File: src/rtl/ttl_74595.sv
// 74HC595-style serial-in shift register with a parallel storage register.
// SRCLK/RCLK are pin strobes edge-detected inside the single Clk domain.
module ttl_74595 #(
  parameter int WIDTH      = 8,
  parameter int DELAY_RISE = 0,
  parameter int DELAY_FALL = 0
) (
  input  logic             Clk,
  input  logic             Reset,
  input  logic             SER,
  input  logic             SRCLK,
  input  logic             RCLK,
  input  logic             SRCLR_bar,
  input  logic             OE_bar,
  output logic [WIDTH-1:0] Q,
  output logic             Q_oe,
  output logic             QH_prime
);

  logic [WIDTH-1:0] sr;
  logic [WIDTH-1:0] st;
  logic             srclk_d;
  logic             rclk_d;
  logic             sh_ev;
  logic             ld_ev;

  // Delays only matter to event-driven chip models; negative values are meaningless.
  if (DELAY_RISE < 0 || DELAY_FALL < 0) begin : g_delay_ignored
  end

  assign sh_ev = SRCLK & ~srclk_d;
  assign ld_ev = RCLK & ~rclk_d;

  // History flops reset high so a strobe held through reset must drop before it counts.
  always_ff @(posedge Clk) begin
    if (Reset) begin
      sr      <= '0;
      st      <= '0;
      srclk_d <= 1'b1;
      rclk_d  <= 1'b1;
    end else begin
      srclk_d <= SRCLK;
      rclk_d  <= RCLK;
      if (!SRCLR_bar) begin
        sr <= '0;
      end else if (sh_ev) begin
        sr <= {sr[WIDTH-2:0], SER};
      end
      if (ld_ev) begin
        st <= sr;
      end
    end
  end

  assign Q        = OE_bar ? '0 : st;
  assign Q_oe     = ~OE_bar;
  assign QH_prime = sr[WIDTH-1];

endmodule
File: config.mk
export PLATFORM = sky130hd
export DESIGN_NAME = ttl_74595
export DESIGN_NICKNAME = d
export VERILOG_FILES = /design/src/rtl/ttl_74595.sv
export SDC_FILE = /design/constraint.sdc
export NUM_CORES = 1
export LEC_CHECK = 0
export ABC_AREA = 1
export CAP_MARGIN = 20
export CORE_ASPECT_RATIO = 1.2
export CORE_MARGIN = 3
export CORE_UTILIZATION = 28
export DETAILED_ROUTE_END_ITERATION = 16
export SYNTH_ARGS = -nofsm -noshare
export SYNTH_HDL_FRONTEND = slang
export SYNTH_SLANG_ARGS = --single-unit
File: constraint.sdc
create_clock -name Clk -period 0.8 [get_ports Clk]
set_input_delay 0.12 -clock Clk [delete_from_list [all_inputs] [get_ports Clk]]
set_output_delay 0.12 -clock Clk [all_outputs]
set_load 0.005 [all_outputs]
==> impl.org <==
** Status
- The run finished, with violations left.
- The checks that failed: negative setup slack.

** Pwr
- Power density relative to cell area :: 1570 nW/µm²
- Across the VDD grid, the largest voltage drop is 0.846 mV.
- The share of total power dissipated in combinational logic is 0.140.
- Leakage :: 0.464 nW
- In this run the power spent charging and discharging nets is 0.402 mW.
- Switching part of the total power :: 0.249
- Summing internal, switching and leakage power gives 1.61 mW.
- Register share of total power :: 0.594
- The share of total power dissipated in the clock network is 0.267.
- Cell internal pwr :: 1.21 mW

** Final layout
- In the final layout, the share of cells above drive strength 1 is 0.347.
- The repair_antennas step left the layout with diodes totalling 0.
- Non-filler instance count after layout :: 177
- The area growth from synthesis to layout is 27.9%.
- Number of inserted filler cells in the final layout :: 300
- After routing the design area is 1030 µm².
- Final design utilization :: 0.391
- Summing all flip-flop and latch instances after layout gives 379 µm².
- The multi-input combinational cells in the finished layout cover a total of 337 µm².
- The net count of the finished layout is 153.

** Setup path
- Data required time of the critical path :: 680 ps
- Timing endpoint of the critical path :: Q[4]
- Slowest stage cell, crit path :: sky130_fd_sc_hd__dfxtp_2
- Crit. End Element :: output pin
- The worst register-to-register path has a depth of 3.
- For the worst setup path, the data arrival time is 860 ps.
- Critical Path, Cell by Cell :: inv_2, nor2_2, buf_2
- Worst r2r dst :: sr[1]
- Worst Path Class, Setup :: reg -> out
- Worst-path fanout max :: 2
- Launch point of the worst path :: st[4]
- Crit-path max cell delay :: 340 ps
- R2r startpoint :: srclk_d
- Internal reg-to-reg setup slack :: -10 ps
- STA classifies the critical path startpoint as a flip-flop.

** Yosys
- Number of synthesized flops with an enable pin :: 0
- Average cell area after synthesis :: 6.58 µm²
- By count the netlist is led by 40 x sky130_fd_sc_hd__nor2_1, 21 x sky130_fd_sc_hd__inv_1, 18 x sky130_fd_sc_hd__dfxtp_1, 18 x sky130_fd_sc_hd__nand2_1, 16 x sky130_fd_sc_hd__nand3_1.
- Prevailing post-synth register cell :: sky130_fd_sc_hd__dfxtp_1
- Library cell with the highest instance count after synthesis :: sky130_fd_sc_hd__nor2_1
- Nets in the synthesized netlist :: 129
- Fraction of post-synthesis cell area in the top cell type by area :: 0.449
- After synthesis, the netlist uses 11 different library cells.
- Share of flip-flops with an asynchronous set or reset :: 0
- Area contributors post-synth :: sky130_fd_sc_hd__dfxtp_1 45%, sky130_fd_sc_hd__nor2_1 19%, sky130_fd_sc_hd__nand3_1 10%, sky130_fd_sc_hd__inv_1 9.8%, sky130_fd_sc_hd__nand2_1 8.4%
- Post-synthesis instance area :: 803 µm²
- Syn Inst Count :: 122
- Yosys warns :: 0
- Of all cell types, the one taking the most synthesized area is sky130_fd_sc_hd__dfxtp_1.
- Synthesis inferred 18 register bits.
- Sequential area share after synthesis :: 0.449

** Placed design
- Worst-case setup slack after placement :: -647 ps
- Quantity of I/O buffers inserted on ports :: 16
- Post-DP HPWL :: 1.07 mm
- In this run, placement finished with an instance count of 174.
- Area after DPL :: 1020 µm²
- At the end of routability-driven placement, the weighted congestion stood at 0.799.

** Route
- The detail route stage leaves a number of antenna-violating nets equal to 0.
- For this run, the detailed router's first-pass iteration total came to 4.
- Average wire per standard cell :: 7.90 µm
- Via count :: 740
- Drt initial violations :: 13
- Sum of routed wire length over all layers :: 1.40 mm
- Drc violations :: 0
- After detailed routing, the number of vias per cell comes to 4.18.

** Global routing
- Across every metal layer, demand over resource in global routing totals 0.0927.
- Entering global routing, the biggest net connects 11 pins.
- The first global-routing pass estimated 2.50 mm of wire.
- The total overflow left after global routing is 0.
- Number of antenna violations at the first check in global routing :: 0
- The number of global-route vias before repair came to 674.

** Die
- In this run the horizontal extent of the chip is 54.9 µm.
- For this configuration, the core starts out at a cell density of 0.306.
- The core region is 2630 µm².
- From bottom edge to top edge, the die measures 64.7 µm.
- The initialized floorplan defines 20 standard-cell rows.
- For this design the top-level I/O count stands at 17.
- The die covers 3550 µm².

** Clocking
- The tree is rooted in a sky130_fd_sc_hd__clkbuf_4.
- # H-tree levels :: 1
- Clock insertion delay at the later pin of the skew report :: 290 ps
- Buffers added to address setup during post-CTS repair amount to 0.
- CTS Hold Bufs :: 0
- In this run the deepest clock path goes through 2 buffers.
- TritonCTS built the clock tree.
- Clock-pin slew was measured on the worst setup and hold paths at 90 ps.
- CTS sink count :: 18
- Total CTS buffers :: 3

** STA
- Setup repair after global routing could not meet its margin everywhere.
- Worst clock skew :: 2.92 ps
- Hold Worst Slack :: 227 ps
- Measured against its own limit, the worst slew margin works out to 0.841.
- Setup violations remaining at the end of the flow were counted as 12.
- Worst-Margin Slew :: 238 ps
- Final Max Slew Viols :: 0
- Timing would allow up to 1.02 GHz.
- Final setup TNS :: -1300 ps
- The count of final hold-check violations is 0.
- Post-route minimum period :: 976 ps
- In the finished design, the share of the clock period the worst path needs comes to 1.22.
- Across all setup checks in the final design, the least slack found is -176 ps.

** Min path
- In this run the worst hold path is classified as in -> reg.

** Job
- Max Cap Viol :: 0
## logic make-up (layout without fill, tap and decap cells)
group,Yosys count,count (layout),share of synthesized area
flip-flops,18,18,0.449
AND/OR/NAND/NOR,77,77,0.407
buffers and inverters,27,49,0.145
## critical path, delay by kind of cell (launching register included)
family                 cells  cell delay, ps
buffers and inverters      2             140
and+or+nand+nor            1              80
DFF                        1             340
## registers in the layout, summed over array words and instances, names as in the netlist
name,cells
sr,8
st,8
rclk_d,1
srclk_d,1
## repair_timing
action | 4_1_cts | 5_1_grt
pin swaps | 1 | 22
endpoints found under the setup margin | 26 | 25
resized for setup | 55 | 18
## worst min-delay path by stage
stage / startpoint / to / slack (ps) / cells after the start
floorplan: Reset / sr[0] / 300 / 3
global placement: sr[0] / sr[0] / 470 / 2
detailed placement: sr[6] / sr[6] / 470 / 2
CTS: SRCLK / srclk_d / 230 / 3
global route: SRCLK / srclk_d / 230 / 3
finish: SRCLK / srclk_d / 230 / 3
## layer usage
| layer | GRT usage | wire length (µm) | vias up |
|---|---|---|---|
| li1 | - | - | 402 |
| met5 | 0 | 0 | - |
| met3 | 0.0207 | 120 | 4 |
| met4 | 0.0547 | 24 | 0 |
| met1 | 0.102 | 652 | 312 |
| met2 | 0.155 | 601 | 22 |
## layout make-up
class | instances | area share
Inverter | 24 | 0.0938
Multi-Input combinational cell | 77 | 0.328
Clock buffer | 3 | 0.0219
Tap cell | 33 | 0.0402
Sequential cell | 18 | 0.369
Timing Repair Buffer | 22 | 0.147
## power by group through the flow
stage                     sequential, mW  combinational (mW)  clock (mW)
after global routing               0.963               0.263       0.493
after detailed placement           0.970               0.241           0
after CTS                          0.954               0.222       0.450
final                              0.957               0.225       0.430
after floorplan                    0.967               0.150           0
after global placement             0.969               0.238           0
## placed cells by master (no fill, tap or decap)
cell type | synthesis | final
sky130_fd_sc_hd__inv_1 | 21 | 11
sky130_fd_sc_hd__buf_2 | 0 | 10
sky130_fd_sc_hd__clkinv_2 | 0 | 1
sky130_fd_sc_hd__nor2_4 | 2 | 2
sky130_fd_sc_hd__inv_4 | 0 | 2
sky130_fd_sc_hd__clkdlybuf4s50_1 | 0 | 3
sky130_fd_sc_hd__nand2_1 | 18 | 18
sky130_fd_sc_hd__dlygate4sd2_1 | 0 | 3
sky130_fd_sc_hd__dfxtp_4 | 0 | 2
sky130_fd_sc_hd__clkbuf_4 | 0 | 3
sky130_fd_sc_hd__nor2_1 | 40 | 36
sky130_fd_sc_hd__inv_2 | 2 | 10
sky130_fd_sc_hd__dfxtp_2 | 0 | 9
sky130_fd_sc_hd__dfxtp_1 | 18 | 7
sky130_fd_sc_hd__nor2_2 | 1 | 5
sky130_fd_sc_hd__buf_4 | 0 | 6
sky130_fd_sc_hd__nand3_1 | 16 | 16
Note: power is estimated with default switching activity, not from simulation.
